[src/rtl/tx_pkg.sv]
// Shared definitions for the transmit-path input logic.
//   debounce_state_t        : debouncer FSM states
//   DEBOUNCE_CYCLES_DEFAULT : stable samples needed to accept a level change
//                             (10 ms at 100 MHz)
package tx_pkg;

  typedef enum logic [1:0] {
    STABLE_LO,
    WAIT_HI,
    STABLE_HI,
    WAIT_LO
  } debounce_state_t;

  localparam int unsigned DEBOUNCE_CYCLES_DEFAULT = 1_000_000;

endpackage

[src/rtl/button_debouncer_stable_counter.sv]
// stable_counter: counts consecutive stable samples for the debouncer.
//   clk_i  : clock
//   rst_ni : asynchronous active-low reset
//   clr_i  : force count to zero (takes priority over inc_i)
//   inc_i  : increment count by one
//   tc_o   : count has reached MAX_COUNT-1 (terminal count)
// The FSM clears the count on acceptance and on every glitch, so the count
// never exceeds MAX_COUNT-1 and no wrap-around is possible.
module stable_counter #(
  parameter int unsigned MAX_COUNT = 4,
  parameter int unsigned CNT_W     = 3
) (
  input  logic clk_i,
  input  logic rst_ni,
  input  logic clr_i,
  input  logic inc_i,
  output logic tc_o
);

  logic [CNT_W-1:0] cnt_q, cnt_d;

  always_comb begin
    cnt_d = cnt_q;
    if (clr_i) begin
      cnt_d = '0;
    end else if (inc_i) begin
      cnt_d = cnt_q + CNT_W'(1);
    end
  end

  always_ff @(posedge clk_i or negedge rst_ni) begin
    if (!rst_ni) begin
      cnt_q <= '0;
    end else begin
      cnt_q <= cnt_d;
    end
  end

  assign tc_o = (cnt_q == CNT_W'(MAX_COUNT - 1));

endmodule

[src/rtl/button_debouncer.sv]
// button_debouncer: debounces a synchronized button level and turns each
// accepted press into a held request with acknowledge handshake.
//   clk           : clock, all state updates on posedge
//   rst_n         : asynchronous active-low reset
//   din           : synchronized raw input level
//   db_level      : debounced level
//   rise_pulse    : one-cycle pulse on accepted 0->1
//   fall_pulse    : one-cycle pulse on accepted 1->0
//   press_req     : set by accepted press, cleared by press_ack
//   press_ack     : consumer acknowledge
//   press_overrun : sticky, a press arrived while press_req was still high
//   overrun_clr   : clears press_overrun (a coincident set wins)
// All outputs are registered.
module button_debouncer
  import tx_pkg::*;
#(
  parameter int unsigned DEBOUNCE_CYCLES = DEBOUNCE_CYCLES_DEFAULT
) (
  input  logic clk,
  input  logic rst_n,
  input  logic din,
  output logic db_level,
  output logic rise_pulse,
  output logic fall_pulse,
  output logic press_req,
  input  logic press_ack,
  output logic press_overrun,
  input  logic overrun_clr
);

  localparam int unsigned CNT_W = $clog2(DEBOUNCE_CYCLES + 1);

  debounce_state_t state_q, state_d;
  logic level_q, level_d;
  logic rise_q, rise_d;
  logic fall_q, fall_d;
  logic req_q, req_d;
  logic ovr_q, ovr_d;
  logic cnt_clr, cnt_inc, cnt_tc;

  stable_counter #(
    .MAX_COUNT(DEBOUNCE_CYCLES),
    .CNT_W    (CNT_W)
  ) u_stable_counter (
    .clk_i (clk),
    .rst_ni(rst_n),
    .clr_i (cnt_clr),
    .inc_i (cnt_inc),
    .tc_o  (cnt_tc)
  );

  // The counter is always zero in the STABLE states, so "counter=1" on
  // entering a WAIT state is realised as a plain increment.
  always_comb begin
    state_d = state_q;
    level_d = level_q;
    rise_d  = 1'b0;
    fall_d  = 1'b0;
    cnt_clr = 1'b0;
    cnt_inc = 1'b0;
    unique case (state_q)
      STABLE_LO: begin
        if (din) begin
          state_d = WAIT_HI;
          cnt_inc = 1'b1;
        end else begin
          cnt_clr = 1'b1;
        end
      end
      WAIT_HI: begin
        if (!din) begin
          state_d = STABLE_LO;
          cnt_clr = 1'b1;
        end else if (cnt_tc) begin
          state_d = STABLE_HI;
          cnt_clr = 1'b1;
          level_d = 1'b1;
          rise_d  = 1'b1;
        end else begin
          cnt_inc = 1'b1;
        end
      end
      STABLE_HI: begin
        if (!din) begin
          state_d = WAIT_LO;
          cnt_inc = 1'b1;
        end else begin
          cnt_clr = 1'b1;
        end
      end
      WAIT_LO: begin
        if (din) begin
          state_d = STABLE_HI;
          cnt_clr = 1'b1;
        end else if (cnt_tc) begin
          state_d = STABLE_LO;
          cnt_clr = 1'b1;
          level_d = 1'b0;
          fall_d  = 1'b1;
        end else begin
          cnt_inc = 1'b1;
        end
      end
      default: begin
        state_d = STABLE_LO;
        cnt_clr = 1'b1;
      end
    endcase
  end

  // A new press coinciding with an ack replaces the acknowledged one.
  always_comb begin
    req_d = req_q;
    ovr_d = ovr_q;
    if (rise_d) begin
      req_d = 1'b1;
    end else if (press_ack) begin
      req_d = 1'b0;
    end
    if (rise_d && req_q && !press_ack) begin
      ovr_d = 1'b1;
    end else if (overrun_clr) begin
      ovr_d = 1'b0;
    end
  end

  always_ff @(posedge clk or negedge rst_n) begin
    if (!rst_n) begin
      state_q <= STABLE_LO;
      level_q <= 1'b0;
      rise_q  <= 1'b0;
      fall_q  <= 1'b0;
      req_q   <= 1'b0;
      ovr_q   <= 1'b0;
    end else begin
      state_q <= state_d;
      level_q <= level_d;
      rise_q  <= rise_d;
      fall_q  <= fall_d;
      req_q   <= req_d;
      ovr_q   <= ovr_d;
    end
  end

  assign db_level      = level_q;
  assign rise_pulse    = rise_q;
  assign fall_pulse    = fall_q;
  assign press_req     = req_q;
  assign press_overrun = ovr_q;

endmodule

[config.mk]
export PLATFORM = sky130hd
export DESIGN_NAME = button_debouncer
export DESIGN_NICKNAME = d
export VERILOG_FILES = /design/src/rtl/tx_pkg.sv /design/src/rtl/button_debouncer_stable_counter.sv /design/src/rtl/button_debouncer.sv
export SDC_FILE = /design/constraint.sdc
export NUM_CORES = 1
export LEC_CHECK = 0
export CORE_MARGIN = 2
export CORE_UTILIZATION = 32
export DETAILED_ROUTE_END_ITERATION = 10
export DONT_BUFFER_PORTS = 1
export PLACE_DENSITY = 0.49
export SETUP_SLACK_MARGIN = 0.15
export SYNTH_ARGS = -nofsm -noshare
export SYNTH_HDL_FRONTEND = slang
export SYNTH_SLANG_ARGS = --single-unit
[constraint.sdc]
create_clock -name clk -period 1.8 [get_ports clk]
set_clock_uncertainty 0.15 [all_clocks]
set_input_delay 0.09 -clock clk [delete_from_list [all_inputs] [get_ports clk]]
set_output_delay 0.09 -clock clk [all_outputs]
set_load 0.1 [all_outputs]
==> impl_metrics.ini, run 1 <==
[run_status]
outcome = complete, no violations

[synth]
synthesis.area_mm2 = 0.00132
async_flop_share_pct = 100
synth_compound_area_share_pct = 7.39
syn_avg_cell_area_um2 = 10.5
synth_ff_type = dfrtp_1
synth_simple_gate_area_share_pct = 27.5
yosysUniqueCellTypes = 31
synth_nets = 132
synthAdderAreaFrac_pct = 0.948
yosys_warnings = 0
synth-edff-count = 0
synth-seq-area-share_pct = 51.2
synth-xor-area-share_pct = 8.63
synth_top_family_by_area = simple AND/OR/NAND/NOR gates
ys_ff_latch = 27
syn_inst = 126
muxShareOfSynthArea_pct = 0

[sta]
hold_viol_final = 0
worst-slew-pin-transition_ps = 278
maxSlewViolCount = 0
setup_viol = 0
fmax_mhz = 584
setup_ws_ps = 88.2
fin_crit_ps = 1710
rsz0062_at_grt = true
max_slew_margin_pct = 81.3
fin_crit_sh_pct = 95.1

[placement]
post-place-ws_ps = -68.9
place_area_mm2 = 0.00149
io_buffers = 0
post-dp-hpwl_um = 1890
gp_congestion = 0.739

[route]
dr.pass1.iters = 4
via_per_inst = 4.96
drtIter0Drc = 49
drc = 0
avgRoutedWirePerCell_um = 14.0
vias = 1027
ant_nets = 0
wirelength_um = 2890

[setup_path]
critPathKind = reg -> reg
crit_fanout = 4
arrival_ps = 1770
cp_top_family = simple AND/OR/NAND/NOR gates
slowest_stage = dfrtp_1
path_buf_inv = 1
crit_path_start_kind = flip-flop
crit_chain = ha_2 > and3_4 > nand3_4 > buf_4 > or3_4 > a21oi_2
cpPeakStageDelay_ps = 370
critPathCaptureType = flip-flop
crit_required_ps = 1860

[clocking]
clockBufferDepth = 2
cts.clk_slew.worst_paths_ps = 90
cts_num_sinks = 27
htreeDepth = 1
numCtsBuffers = 3
root_buffer = clkbuf_8
worstSkewPairLatency_ps = 270
cts_tree = yes

[layout]
drive_gt1_share_pct = 40.8
area_delta_synth_final_pct = 35.3
post-route-util_pct = 45.0
nNetsFinal = 164
n_antenna_cell = 0
layout_common_cells = dfrtp_1, buf_4, nor2_1, xor2_1
design_area_mm2 = 0.00179

[power]
p_sw_share_pct = 22.2
p_switching_uw = 227
p_seq_share_pct = 60.2
power_uw = 1020
leakage_uw = 0.000753
ir_drop_uv = 458
p_int_uw = 797
clockPowerShare_pct = 33.6
power.density_mw_per_mm2 = 574
p_comb_share_pct = 6.2

[grt]
grt_usage_pct = 14.2
grt_pass1_wl_um = 4870
grt_overflow = 0
grt_max_degree = 28
first_global_vias = 1043
antenna_found_initial = 0

[die]
fp.dieArea_mm2 = 0.00465
die_h_um = 68.2
die_x_um = 68.2
ios = 10
coreArea_mm2 = 0.00397
initial_utilization_pct = 33.2
rows = 23

[worst_hold_path]
hold_class = in -> async

[flow_run]
max_cap_violations = 0
[Yosys cell counts, types with 4 or more instances]
library cell  count  area (um2)
a21oi_1           6        30.0
and3_1            4        25.0
and4_1            4        35.0
dfrtp_1          27         676
inv_1             6        22.5
nand2_1           6        22.5
nand3_1           6        30.0
nand4_1           6        37.5
nor2_1           14        52.6
o21ai_0           6        30.0
xnor2_1           5        43.8
xor2_1            8        70.1
[metrics by stage]
step,hold WS [ps],instances,setup TNS (ps)
after global routing,80.1,207,0
after detailed placement,-355,189,-907
final,85.5,207,0
after global placement,-355,189,0
after floorplan,-356,126,0
after CTS,87.5,205,0
[power groups by stage]
stage / registers (uW) / logic (uW) / clock network, uW
floorplan: 629 / 19.4 / 0
global placement: 630 / 28.7 / 0
detailed placement: 629 / 29.6 / 0
CTS: 617 / 62.3 / 359
global route: 618 / 70.8 / 395
finish: 617 / 63.7 / 344
[flip-flops by register name, summed over array words and instances (netlist names), named ones only]
| name | count |
|---|---|
| db_level | 1 |
| fall_pulse | 1 |
| press_overrun | 1 |
| press_req | 1 |
| rise_pulse | 1 |
| state_q | 1 |
| u_stable_counter.cnt_q | 20 |
[what timing repair did]
| action | in CTS | in global routing |
|---|---|---|
| hold buffers | 5 | 0 |
| pin swaps | 9 | 13 |
| hold endpoints to repair | 34 | 0 |
| gates resized for setup | 10 | 24 |
| endpoints found under the setup margin | 26 | 22 |
| setup buffers | 7 | 2 |
[metal layers]
layer	wire length (um)	part of all wire, %	global-route usage [%]
met1	1350	47	18.5
met2	1450	50	23.5
met3	72	2.5	3.95
met4	19	0.66	3.00
met5	0	0	0
[cell type report]
| cell class | count | area, um2 |
|---|---|---|
| flip-flops and latches | 27 | 681 |
| clock buffers | 3 | 41.3 |
| multi-input cells | 89 | 707 |
| inverters | 6 | 22.5 |
| well taps | 50 | 62.6 |
| fillers | 387 | 2190 |
| repair buffers | 31 | 267 |
| clock inverters | 1 | 5.00 |
[cell families (layout without fill, tap and decap cells)]
logic type,count (synthesis),in the layout
and+or+nand+nor,58,58
xor gates and xnor gates,13,13
adders and majority gates,1,1
buffers and inverters,10,41
DFF,27,27
AOI/OAI and AO/OA,17,17
[worst reg2reg max path: stages (launching register included)]
cell and delay [ps]:
dfrtp_1 370, ha_2 190, and3_4 220, nand3_4 90, buf_4 150, or3_4 360
a21oi_2 120
[path summary, 6_finish.rpt]
check	endpoint	cells past startpoint	from	slack (ps)
worst max-delay path	u_stable_counter.cnt_q[14]	6	u_stable_counter.cnt_q[1]	90
worst min-delay path	press_req	2	rst_n	90
worst max register to register	u_stable_counter.cnt_q[14]	6	u_stable_counter.cnt_q[1]	90
worst min register to register	press_req	2	press_req	380
max in group asynchronous	u_stable_counter.cnt_q[9]	2	rst_n	1230
min in group clk	press_overrun	2	overrun_clr	320
No activity file was read; power rests on OpenSTA's default activity.
==> run 2, diff against run 1 <==
- RECOVER_POWER: unset -> 50
- SYNTH_HIERARCHICAL: unset -> 1
==> run 2 against run 1 <==
Net effect: the run now ends with setup timing left; cell count up 12%; sequential power up 2%; sequential share of layout area down 3.7 points; hold slack worse by 42 ps; power up 9.3%; die area up 0.63%; clock power about the same; via count up 13%; worst setup slack worse by 1200 ps; routed wire length up 10%; sequential cell count unchanged; first-iteration DRC count down 12%.
==> impl_metrics.ini, run 2 <==
[route]
met3_wirelength_um = 86
drtIter0Drc = 43
wirelength_um = 3190
vias = 1159
met2_length_um = 1660
via_per_inst = 5.00
drc = 0
highest_layer = met4
wl_met1_um = 1430
dr.pass1.iters = 4
ant_nets = 0
avgRoutedWirePerCell_um = 13.7

[setup_path]
regToRegSetupSlack_ps = -1070
reg2reg_from = u_stable_counter/cnt_q[6]
slowest_stage = or4_4
reg2reg_depth = 9
cpPeakStageDelay_ps = 550
crit_path_start_kind = flip-flop
arrival_ps = 2930
crit_required_ps = 1860
crit_fanout = 4
cp_common_cell = or4_4
critPathCaptureType = flip-flop
crit_chain = or4_4 > nor4_4 > nor4b_4 > nand2_2 > nand2_2 > o21ai_2 > or4_4 > or4_4 > a21oi_2
critPathKind = reg -> reg
timing.rr.end = u_stable_counter/cnt_q[18]

[synth]
synth_ff_type = dfrtp_1
syn_inst = 132
synth-seq-area-share_pct = 50.8
yosysMostFrequentCell = dfrtp_1
syn_avg_cell_area_um2 = 10.1
synthesis.area_mm2 = 0.00133
synth_nets = 138
yosys.area.top_type = dfrtp_1
ys_ff_latch = 27
yosysUniqueCellTypes = 35
yosysTopAreaCellShare_pct = 50.8
ys_top_cells_by_area = dfrtp_1, xor2_1, nor2_1
async_flop_share_pct = 100
synth-edff-count = 0
ys_top_cells_by_count = dfrtp_1, nor2_1, nand2_1, xor2_1, a21oi_1
yosys_warnings = 6

[sta]
worst-slew-pin-transition_ps = 687
setup_ws_ps = -1070
fin_crit_ps = 2870
rsz0062_at_grt = true
maxSlewViolCount = 0
hold_viol_final = 0
setup_viol = 27
fin_crit_sh_pct = 160
fmax_mhz = 348
worst_hold_slack_ps = 43.5
max_slew_margin_pct = 54.2

[run_status]
violations = setup timing
outcome = finished with violations

[layout]
seq_area_um2 = 676
area_delta_synth_final_pct = 47.6
fillers = 383
multiInputGateArea_um2 = 754
layout_common_cells = buf_4, dfrtp_1, nor2_1, xor2_1, nand2_1
drive_gt1_share_pct = 43.4
nNetsFinal = 189
n_antenna_cell = 0
largest_reg_flops = 20
layout_commonest_cell = buf_4
max_flop_register = u_stable_counter/cnt_q

[clocking]
clockBufferDepth = 2
htreeDepth = 1
root_buffer = clkbuf_8
cts_tree = yes
cts_num_sinks = 27
worstSkewPairLatency_ps = 270
numCtsBuffers = 3
cts.clk_slew.worst_paths_ps = 90

[grt]
grt_max_degree = 28
grt_usage_pct = 16.1
first_global_vias = 1227
grt_overflow = 0
grt_pass1_wl_um = 5590
antenna_found_initial = 0

[die]
rows = 23
fp.dieArea_mm2 = 0.00468
ios = 10
die_x_um = 68.4
coreArea_mm2 = 0.00400
die_h_um = 68.4
initial_utilization_pct = 33.2

[power]
power_uw = 1120
power.density_mw_per_mm2 = 571
leakage_uw = 0.000846
ir_drop_uv = 403

[placement]
gp_congestion = 0.773
io_buffers = 0
post-dp-hpwl_um = 2280

[worst_hold_path]
holdPathEnd = state_q[0]
hold_class = in -> reg
min_path_cells = 3
min_from = din

[flow_run]
max_cap_violations = 0
## run 2: cell count changes in the layout (fill, tap and decap cells not counted), moves of 3 or more
cell | before | now
or4_4 | 2 | 5
nor2_2 | 3 | 0
and3_1 | 3 | 0
dfrtp_2 | 4 | 0
nand2_2 | 0 | 4
a21oi_1 | 1 | 4
dfrtp_1 | 23 | 27
nor2_1 | 9 | 14
buf_4 | 23 | 40
o21ai_0 | 6 | 2
## run 2: power breakdown
group / leakage, uW / internal [uW] / switching (uW) / total [uW]
Combinational: 0.000452 / 67.1 / 79.8 / 147
Clock: 0.0000228 / 159 / 188 / 346
Sequential: 0.000371 / 619 / 8.05 / 627
Total: 0.000846 / 845 / 276 / 1120
## run 2: repair_timing
action / 4_1_cts / 5_1_grt
endpoints found under the hold margin: 33 / 0
endpoints found under the setup margin: 27 / 27
gates resized for setup: 15 / 9
pin swaps: 6 / 7
buffers inserted: 5 / 0
hold buffers: 5 / 0
## run 2: worst max-delay path by stage
stage                                         start                    endpoint  slack (ps)
after global routing      u_stable_counter/cnt_q[6]  u_stable_counter/cnt_q[18]       -1170
after global placement    u_stable_counter/cnt_q[6]  u_stable_counter/cnt_q[18]       -1050
final                     u_stable_counter/cnt_q[6]  u_stable_counter/cnt_q[18]       -1070
after detailed placement  u_stable_counter/cnt_q[6]  u_stable_counter/cnt_q[18]       -1120
after floorplan           u_stable_counter/cnt_q[6]  u_stable_counter/cnt_q[17]       -1190
after CTS                 u_stable_counter/cnt_q[6]  u_stable_counter/cnt_q[18]       -1070
## run 2: area by class of cell
cell class | count | area share, %
multi-input cells | 95 | 38.5
clock buffers | 4 | 2.30
flip-flops and latches | 27 | 34.4
inverters | 6 | 1.15
repair buffers | 50 | 20.5
well taps | 50 | 3.19
## run 2: metal layers
layer / up-vias / GRT usage [%]
li1: 570 / -
met5: - / 0
met1: 580 / 20.0
met3: 2 / 3.95
met2: 7 / 28.4
met4: 0 / 3.00
## run 2: worst max-delay path: cells and delay by family, from the launching register on
| family | cells | cell delay [ps] |
|---|---|---|
| AND/OR/NAND/NOR | 7 | 2060 |
| flip-flops | 1 | 390 |
| AO/OA/AOI/OAI | 2 | 200 |
## run 2: logic make-up after synthesis
kind of cell | share of synthesized area, %
and+or+nand+nor | 26.8
DFF | 50.8
AOI/OAI and AO/OA | 8.29
xor gates and xnor gates | 8.57
buffers and inverters | 2.92
muxes | 1.60
adders and majority gates | 0.941
## run 2: through the flow
step / worst slack (ps) / instance area [um2] / util, % / TNS [ps] / cells
6_report: -1070 / 1960 / 49.0 / -19410 / 232
5_1_grt: -1170 / 1960 / 49.0 / -22520 / 232
4_1_cts: -1070 / 1940 / 48.5 / -20140 / 232
3_5_place_dp: -1120 / 1730 / 43.3 / -19810 / 218
3_3_place_gp: -1050 / 1730 / 43.3 / -18650 / 218
2_1_floorplan: -1190 / 1400 / - / -16330 / 132
==> run 3, diff against run 2 <==
- CTS_BUF_LIST: unset -> sky130_fd_sc_hd__clkbuf_16
==> run 3 against run 2 <==
Net effect: the run still ends with setup timing left; sequential cell count stayed put; non-clock buffer count unchanged; utilization is 0.75 points higher; global-route usage shrank 0.069 points; combinational power about the same; cell count unchanged; hold slack improved by 17 ps; critical endpoint unchanged.
==> impl_metrics.ini, run 3 (same netlist as run 2, synthesis figures left out) <==
[layout]
fillers = 377
largest_reg_flops = 20
instances_no_fill = 232
n_antenna_cell = 0
layout_commonest_cell = buf_4
drive_gt1_share_pct = 43.4
max_flop_register = u_stable_counter/cnt_q
area_delta_synth_final_pct = 49.9
post-route-util_pct = 49.8
layout_common_cells = buf_4, dfrtp_1, nor2_1, xor2_1
nNetsFinal = 189

[sta]
finalSetupTns_ps = -20200
setup_ws_ps = -1080
maxSlewViolCount = 0
fin_crit_ps = 2880
rsz0062_at_grt = true
fmax_mhz = 347
worst-slew-pin-transition_ps = 692
setup_viol = 27
fin_crit_sh_pct = 160
hold_viol_final = 0
max_slew_margin_pct = 53.8

[clocking]
clockBufferDepth = 2
cts_tree = yes
worstSkewPairLatency_ps = 260
cts.clk_slew.worst_paths_ps = 60
root_buffer = clkbuf_16
htreeDepth = 1
numCtsBuffers = 3
cts_num_sinks = 27

[die]
rows = 23
initial_utilization_pct = 33.2
coreArea_mm2 = 0.00400
die_h_um = 68.4
die_x_um = 68.4
ios = 10
fp.dieArea_mm2 = 0.00468

[route]
drtIter0Drc = 48
via_per_inst = 4.97
drc = 0
ant_nets = 0
avgRoutedWirePerCell_um = 13.7
vias = 1153
dr.pass1.iters = 4
wirelength_um = 3180

[placement]
post-place-ws_ps = -1120
post-dp-hpwl_um = 2280
gp_congestion = 0.773
io_buffers = 0
placed_cells = 218

[worst_hold_path]
hold_class = in -> reg

[setup_path]
crit_path_start_kind = flip-flop
crit_fanout = 4
crit_required_ps = 1840
arrival_ps = 2920
critPathCaptureType = flip-flop
critPathKind = reg -> reg

[power]
power.density_mw_per_mm2 = 639
ir_drop_uv = 469
leakage_uw = 0.000864

[flow_run]
max_cap_violations = 0

[run_status]
violations = setup timing
outcome = finished with violations

[grt]
grt_usage_pct = 16.1
grt_overflow = 0
grt_max_degree = 28
antenna_found_initial = 0
first_global_vias = 1219
grt_pass1_wl_um = 5570
## run 3: layer usage
| layer | vias to the layer above | part of all wire [%] | track usage [%] |
|---|---|---|---|
| li1 | 574 | - | - |
| met3 | 3 | 2.4 | 3.95 |
| met4 | 0 | 0.47 | 3.00 |
| met1 | 569 | 46 | 20.3 |
| met5 | - | 0 | 0 |
| met2 | 7 | 51 | 27.8 |
## run 3: critical path, stage by stage (launching register included)
cell	delay, ps
dfrtp_1	380
or4_4	550
nor4_4	150
nor4b_4	270
nand2_2	90
nand2_2	80
o21ai_2	60
or4_4	430
or4_4	490
a21oi_2	140
## run 3: report_power, final
part / total (uW) / leakage (uW) / switching, uW / internal [uW]
Clock: 501 / 0.0000423 / 204 / 298
Combinational: 145 / 0.000451 / 79.4 / 65.7
Sequential: 627 / 0.000371 / 8.05 / 619
## run 3: area by class of cell
class,instances,area [um2],area share (%)
Multi-Input combinational cell,95,754,37.9
Sequential cell,27,676,33.9
Timing Repair Buffer,50,398,20.0
Clock buffer,3,75.1,3.77
Tap cell,50,62.6,3.14
Inverter,6,22.5,1.13
Clock inverter,1,3.75,0.188
## run 3: stage by stage
step	total power [uW]	area, um2	hold slack, ps
global route	1340	1990	86.1
floorplan	706	1400	-356
global placement	744	1730	-355
detailed placement	747	1730	-355
CTS	1300	1970	57.4
finish	1270	1990	60.6
## run 3: timing repair
item                                    4_1_cts  5_1_grt
hold buffers                                  5        0
resized for setup                            14        9
hold endpoints to repair                     33        0
buffers inserted                              5        0
endpoints found under the setup margin       27       27
pin swaps                                     8        8
## run 3: final timing paths
| check | startpoint | end | slack [ps] | cells past startpoint |
|---|---|---|---|---|
| min in group asynchronous | rst_n | u_stable_counter/cnt_q[18] | 270 | 2 |
| setup reg to reg | u_stable_counter/cnt_q[6] | u_stable_counter/cnt_q[18] | -1080 | 9 |
| hold / removal | din | state_q[0] | 60 | 3 |
| hold reg to reg | press_req | press_req | 380 | 2 |
| setup / recovery | u_stable_counter/cnt_q[6] | u_stable_counter/cnt_q[18] | -1080 | 9 |
| max in group asynchronous | rst_n | u_stable_counter/cnt_q[7] | 780 | 2 |
